===== config.mk =====
export PLATFORM = sky130hd
export DESIGN_NAME = mem_arbiter
export DESIGN_NICKNAME = d
export VERILOG_FILES = /design/src/rtl/mem_arbiter.sv
export SDC_FILE = /design/constraint.sdc
export NUM_CORES = 1
export LEC_CHECK = 0
export CORE_ASPECT_RATIO = 0.75
export CORE_MARGIN = 5
export CORE_UTILIZATION = 62
export CTS_CLUSTER_SIZE = 25
export DETAILED_ROUTE_END_ITERATION = 6
export DONT_BUFFER_PORTS = 1
export GPL_ROUTABILITY_DRIVEN = 1
export PLACE_DENSITY = 0.78
export SLEW_MARGIN = 20
export SYNTH_ARGS = -nofsm -noshare
export SYNTH_HDL_FRONTEND = slang
export SYNTH_SLANG_ARGS = --single-unit

===== constraint.sdc =====
create_clock -name clock -period 2.1 [get_ports clock]
set_input_delay 0.42 -clock clock [delete_from_list [all_inputs] [get_ports clock]]
set_output_delay 0.42 -clock clock [all_outputs]
set_load 0.1 [all_outputs]

===== src/rtl/mem_arbiter.sv =====
// mem_arbiter
//   Round-robin arbiter that multiplexes three requesters (fetch = 0,
//   data = 1, loader = 2) onto one single-port RAM. One transaction is in
//   flight at a time: IDLE -> ISSUE -> [WAIT] -> RESP -> IDLE.
//
// Ports
//   clock                      rising-edge clock
//   reset                      synchronous, active-low reset
//   if_req/dm_req/ld_req       level requests, held until the matching valid
//   dm_we, ld_we               write enables (fetch is read-only)
//   if_addr/dm_addr/ld_addr    request word addresses
//   dm_wdata, ld_wdata         write data
//   if_valid/dm_valid/ld_valid one-cycle completion pulses
//   rdata                      read data, meaningful while a valid is high
//   mem_en, mem_we             RAM strobe / write enable (ISSUE only)
//   mem_addr, mem_wdata        RAM address / write data (held outside ISSUE)
//   mem_rdata                  RAM read data, valid RD_LAT cycles after mem_en
//   busy                       high whenever the FSM is not in IDLE
//
// RD_LAT must lie in 1..7; the latency counter is three bits wide.

module mem_arbiter #(
  parameter int ADDR_W = 12,
  parameter int DATA_W = 16,
  parameter int RD_LAT = 1
) (
  input  logic              clock,
  input  logic              reset,
  input  logic              if_req,
  input  logic              dm_req,
  input  logic              ld_req,
  input  logic              dm_we,
  input  logic              ld_we,
  input  logic [ADDR_W-1:0] if_addr,
  input  logic [ADDR_W-1:0] dm_addr,
  input  logic [ADDR_W-1:0] ld_addr,
  input  logic [DATA_W-1:0] dm_wdata,
  input  logic [DATA_W-1:0] ld_wdata,
  output logic              if_valid,
  output logic              dm_valid,
  output logic              ld_valid,
  output logic [DATA_W-1:0] rdata,
  output logic              mem_en,
  output logic              mem_we,
  output logic [ADDR_W-1:0] mem_addr,
  output logic [DATA_W-1:0] mem_wdata,
  input  logic [DATA_W-1:0] mem_rdata,
  output logic              busy
);

  typedef enum logic [1:0] {
    S_IDLE  = 2'd0,
    S_ISSUE = 2'd1,
    S_WAIT  = 2'd2,
    S_RESP  = 2'd3
  } state_t;

  localparam logic [2:0] LAT_LOAD = 3'(RD_LAT - 1);

  state_t            r_state;
  state_t            w_state_next;
  logic [2:0]        r_cnt;
  logic [1:0]        r_last;
  logic [1:0]        r_grant;
  logic              r_grant_we;
  logic [ADDR_W-1:0] r_mem_addr;
  logic [DATA_W-1:0] r_mem_wdata;
  logic [DATA_W-1:0] r_rdata;

  logic [2:0]        w_req;
  logic [1:0]        w_cand [3];
  logic              w_found;
  logic [1:0]        w_pick;
  logic [ADDR_W-1:0] w_sel_addr;
  logic              w_sel_we;
  logic [DATA_W-1:0] w_sel_wdata;
  logic [2:0]        w_valid;
  logic              w_mem_en;
  logic              w_mem_we;
  logic              w_busy;

  // Successor in the cyclic order 0 -> 1 -> 2 -> 0.
  function automatic logic [1:0] f_next(input logic [1:0] idx);
    return (idx == 2'd2) ? 2'd0 : idx + 2'd1;
  endfunction

  assign w_req = {ld_req, dm_req, if_req};

  // Search order starts just after the last-granted requester.
  assign w_cand[0] = f_next(r_last);
  assign w_cand[1] = f_next(w_cand[0]);
  assign w_cand[2] = f_next(w_cand[1]);

  always_comb begin
    w_found = 1'b0;
    w_pick  = 2'd0;
    for (int k = 0; k < 3; k++) begin
      if (!w_found && w_req[w_cand[k]]) begin
        w_found = 1'b1;
        w_pick  = w_cand[k];
      end
    end
  end

  // Operands of the requester about to be granted.
  always_comb begin
    w_sel_addr  = if_addr;
    w_sel_we    = 1'b0;
    w_sel_wdata = '0;
    case (w_pick)
      2'd1: begin
        w_sel_addr  = dm_addr;
        w_sel_we    = dm_we;
        w_sel_wdata = dm_wdata;
      end
      2'd2: begin
        w_sel_addr  = ld_addr;
        w_sel_we    = ld_we;
        w_sel_wdata = ld_wdata;
      end
      default: ;
    endcase
  end

  // FSM: state register
  always_ff @(posedge clock) begin
    if (!reset) begin
      r_state <= S_IDLE;
    end else begin
      r_state <= w_state_next;
    end
  end

  // FSM: next-state logic
  always_comb begin
    w_state_next = r_state;
    case (r_state)
      S_IDLE:  if (w_found) w_state_next = S_ISSUE;
      S_ISSUE: w_state_next = r_grant_we ? S_RESP : S_WAIT;
      S_WAIT:  if (r_cnt == 3'd0) w_state_next = S_RESP;
      S_RESP:  w_state_next = S_IDLE;
      default: w_state_next = S_IDLE;
    endcase
  end

  // FSM: outputs decoded from the current state
  always_comb begin
    w_mem_en = (r_state == S_ISSUE);
    w_mem_we = (r_state == S_ISSUE) && r_grant_we;
    w_busy   = (r_state != S_IDLE);
  end

  for (genvar gi = 0; gi < 3; gi++) begin : g_valid
    assign w_valid[gi] = (r_state == S_RESP) && (r_grant == 2'(gi));
  end

  // Datapath: grant latch, latency counter, read capture, RR pointer.
  // Operands are latched at the grant edge so requester changes during
  // the transaction cannot disturb it.
  always_ff @(posedge clock) begin
    if (!reset) begin
      r_cnt       <= 3'd0;
      r_last      <= 2'd2;
      r_grant     <= 2'd0;
      r_grant_we  <= 1'b0;
      r_mem_addr  <= '0;
      r_mem_wdata <= '0;
      r_rdata     <= '0;
    end else begin
      case (r_state)
        S_IDLE: begin
          if (w_found) begin
            r_grant     <= w_pick;
            r_grant_we  <= w_sel_we;
            r_mem_addr  <= w_sel_addr;
            r_mem_wdata <= w_sel_wdata;
          end
        end
        S_ISSUE: begin
          if (!r_grant_we) r_cnt <= LAT_LOAD;
        end
        S_WAIT: begin
          if (r_cnt != 3'd0) begin
            r_cnt <= r_cnt - 3'd1;
          end else begin
            r_rdata <= mem_rdata;
          end
        end
        S_RESP: begin
          r_last <= r_grant;
        end
        default: ;
      endcase
    end
  end

  assign if_valid  = w_valid[0];
  assign dm_valid  = w_valid[1];
  assign ld_valid  = w_valid[2];
  assign rdata     = r_rdata;
  assign mem_en    = w_mem_en;
  assign mem_we    = w_mem_we;
  assign mem_addr  = r_mem_addr;
  assign mem_wdata = r_mem_wdata;
  assign busy      = w_busy;

endmodule

Yosys cells after proc, flatten, opt, wreduce, memory -nomap -nowiden
Index checks and enable logic that the tools add are counted.
Storage, ports and cells
  register bits: 54
  output and inout bits: 50
  logic and storage cells: 73
Operators by class
  add/subtract/negate cells: 4
  magnitude comparators: 3
  eq/ne operators: 14
  multiplexer cells: 25
  bitwise logic cells: 1
  reductions and logical operators: 18
Operator list (number)
  $pmux W16 S2: 1
  $pmux W12 S2: 1
  $mux W2: 8
  $eq A2 B2 Y1 const B: 7
  $lt A2 B3 Y1 const B: 3
  $ne A2 B2 Y1 const B: 4
  $pmux W2 S4: 1
  $mux W1: 7
  $add A2 B1 Y2 const B: 3
  $bmux W1 S2: 3
  $eq A2 B1 Y1 const B: 3
  $logic_and A1 B1 Y1: 6
  $mux W3: 2
  $pmux W3 S2: 1
  $reduce_and A2 Y1: 3
  $logic_not A2 Y1: 2
  $reduce_bool A2 Y1: 2
  $logic_not A3 Y1: 1
  $reduce_and A3 Y1: 1
  $reduce_bool A3 Y1: 1
  $sub A3 B1 Y3 const B: 1
  $logic_not A1 Y1: 2
  $pmux W1 S2: 1
  $not A1 Y1: 1

Logic depth before layout (Yosys ltp)
  depth in word-level cells: 13
  gate-level depth with buffers: 11
  gate-level depth less buffers: 9

Least setup slack after synthesis
No wires, ideal clock.
  kind: flip-flop to output port
  start point: register r_state[1]
  end point: output if_valid
  data arrival time: 2822 ps
  required time: 1680 ps
  path slack: -1142 ps
  stages on the path, launching flop included: 3
  cell sequence: dfxtp_1 -> ha_1 -> nor3b_1
Between the ends
  cells in the longest elaborated chain, start to end: 2
Ends and longest elaborated chain
  start, declared: RTL line 60  | state_t r_state;
  start signal, assigned: RTL line 130  | r_state <= w_state_next;
  $eq A2 B2 Y1: RTL line 154  | assign w_valid[gi] = (r_state == S_RESP) && (r_grant == 2'(gi));
  $logic_and A1 B1 Y1: RTL line 154
  end, declared: RTL line 39  | output logic if_valid,
Every way passes these cells.

Worst setup path after layout
  start point: register r_state[1]
  end point: output mem_we
Between the ends
  cells in the longest elaborated chain, start to end: 2
Ends and longest elaborated chain
  $eq A2 B1 Y1: RTL line 149  | w_mem_we = (r_state == S_ISSUE) && r_grant_we;
  $logic_and A1 B1 Y1: RTL line 149
  end, declared: RTL line 44  | output logic mem_we,
Every way passes these cells.

==> metrics.yaml <==
grt_pass1_vias: 2249
hp-class: "in -> reg"
holdPathEnd: "r_last[1]"
vias: 2359
r2r_start: "r_last[0]"
whs_path_depth: 1
grt_pass1_wl_um: 10300
setup_tns_ns: 0
ys_seq_area_share_pct: 42.9
fin_util_pct: 76.2
leakage_nw: 1.18
cp_cell_sequence: "inv_1 > ha_2 > nand2_1 > clkinvlp_4 > buf_12"
fin_crit_ns: 1.97
place_ws_ns: 0.134
r2r_cells: 10
htree_num_levels: 2
ys_ff_latch: 54
p_per_area_mw_per_mm2: 1450
end_kind: "output port"
fin_skew_ns: 0.00782
yosysUniqueCellTypes: 33
critPathKind: "reg -> out"
cts_resized: 0
ys_warn_count: 0
post-cts-setup-buffer-count: 0
drc_errors: 0
clk_pin_slew_ns: 0.10
crit_buf_inv: 3
hold_buffers: 0
cpPeakStageDelay_ns: 0.42
slew-limit-headroom_pct: 42.8
reg2reg_to: "mem_addr[4]"
area_growth_pct: 20.2
synth.cell_area_mm2: 0.00252
fin_ws_ns: 0.129
clk_path_buf_depth: 2
cap_violations: 0
portBuffers: 0
die_w_um: 83.6
num-fill-cells: 320
core_mm2: 0.00398
hold_start: "reset"
rsz0062_at_grt: "no"
hold_slack_ns: 0.193
finalHoldViolCount: 0
clock_latency_ns: 0.30
grt_util_all_layers_pct: 23.2
rows: 20
slew_violations: 0
globalplace.congestion: 0.748
syn_nets: 415
maxClockFrequency_ghz: 0.507
cp_top_family: "buffers and inverters"
die_area_mm2: 0.00546
ios: 141
antenna_left: 0
total_power_mw: 4.39
cts_tree: "yes"
syn_area_per_cell_um2: 7.98
cp-start-kind: "register"
vias_per_cell: 5.75
grt_max_degree: 30
drive_above_1_share_pct: 20.6
cts_sinks: 54
netlist_instances: 316
cp.required_ns: 1.68
setup_viol: 0
peakVddDrop_mv: 0.816
wl_um: 6440
worst_pin_slew_ns: 0.857
finalNetCount: 453
antenna_cells: 0
cts_buffers: 5
cp.depth: 5
first_iter_violations: 183
slowest_stage: "dfxtp_1"
path_max_fanout: 5
cts_root_buf: "clkbuf_8"
firstDrtPassIters: 5
timing.final.crit_share_pct: 93.9
grt_overflow_total: 0
antenna_found_initial: 0
die_h_um: 65.2
crit_arrival_ns: 1.55
initial_core_util_pct: 63.4
status: "finished clean"
hpwl_um: 4890
reg2reg_slack_ns: 0.22
wl_per_cell_um: 15.7
[state kept, by name, summed over array words and instances, names as in the netlist]
signal	count
mem_addr	12
r_cnt	3
mem_wdata	16
rdata	16
r_grant	2
r_state	2
r_last	2
r_grant_we	1
[placed cells by master (no fill, tap or decap), drive strengths merged, types with 3 or more instances in the layout]
cell / instances
a21oi: 49
a22oi: 29
buf: 57
clkbuf: 6
dfxtp: 54
ha: 8
inv: 9
nand2: 39
nand2b: 3
nand3: 16
nor2: 32
nor3: 18
o21ai: 14
[logic make-up after synthesis]
logic type / synth area share (%)
AND/OR/NAND/NOR: 21.9
AO/OA/AOI/OAI: 23.8
flip-flops: 42.9
buffers and inverters: 6.65
adder cells (fa/ha/maj): 3.97
multiplexers: 0.794
[where the power goes]
part           internal, mW  switching, mW  leakage, nW  total [mW]
clock                 0.272          0.335       0.0478       0.607
combinational         0.529           1.95        0.697        2.48
sequential             1.21         0.0923        0.439        1.30
[cells in the mapped netlist (all sizes together)]
master,n,area [um^2]
a21oi,49,245
a22o,1,8.76
a22oi,29,218
a32oi,1,8.76
and3b,2,17.5
and4bb,1,12.5
buf,14,87.6
clkbuf,12,46.3
dfxtp,54,1080
ha,8,100
inv,9,33.8
mux2i,2,20.0
nand2,39,146
nand2b,3,18.8
nand3,16,85.1
nand3b,2,27.5
nor2,32,120
nor2b,2,12.5
nor3,18,90.1
nor3b,1,7.51
o211ai,1,7.51
o21ai,14,70.1
o22ai,2,12.5
o31ai,2,28.8
or2,1,6.26
or3b,1,8.76
[worst max-delay path by stage]
stage	from	endpoint	slack, ns
detailed placement	dm_req	mem_addr[4]	0.13
floorplan	r_state[1]	if_valid	-0.14
global placement	dm_req	r_grant_we	0.20
finish	r_state[1]	mem_we	0.13
global route	r_state[1]	mem_we	0.02
CTS	r_state[1]	mem_we	0.11
[through the flow]
| stage | cell area, um^2 | cells |
|---|---|---|
| after global placement | 2930 | 402 |
| final | 3030 | 410 |
| after floorplan | 2530 | 316 |
| after global routing | 3030 | 410 |
| after CTS | 3030 | 410 |
| after detailed placement | 2930 | 402 |
[routing by layer]
layer  global-route usage, %  share of wire, %
met1                    28.6                41
met2                    39.5                49
met3                    7.27               9.3
met4                    6.83              0.62
met5                       0                 0
[layout make-up]
cell class	count	area, um^2	share of cell area (%)
clock inverter	2	16.3	0.537
clock buffer	6	82.6	2.72
multi-input combinational	227	1290	42.5
timing repair buffer	57	457	15.1
tap	55	68.8	2.27
sequential	54	1080	35.7
inverter	9	37.5	1.24
No activity file was read; power rests on OpenSTA's default activity.
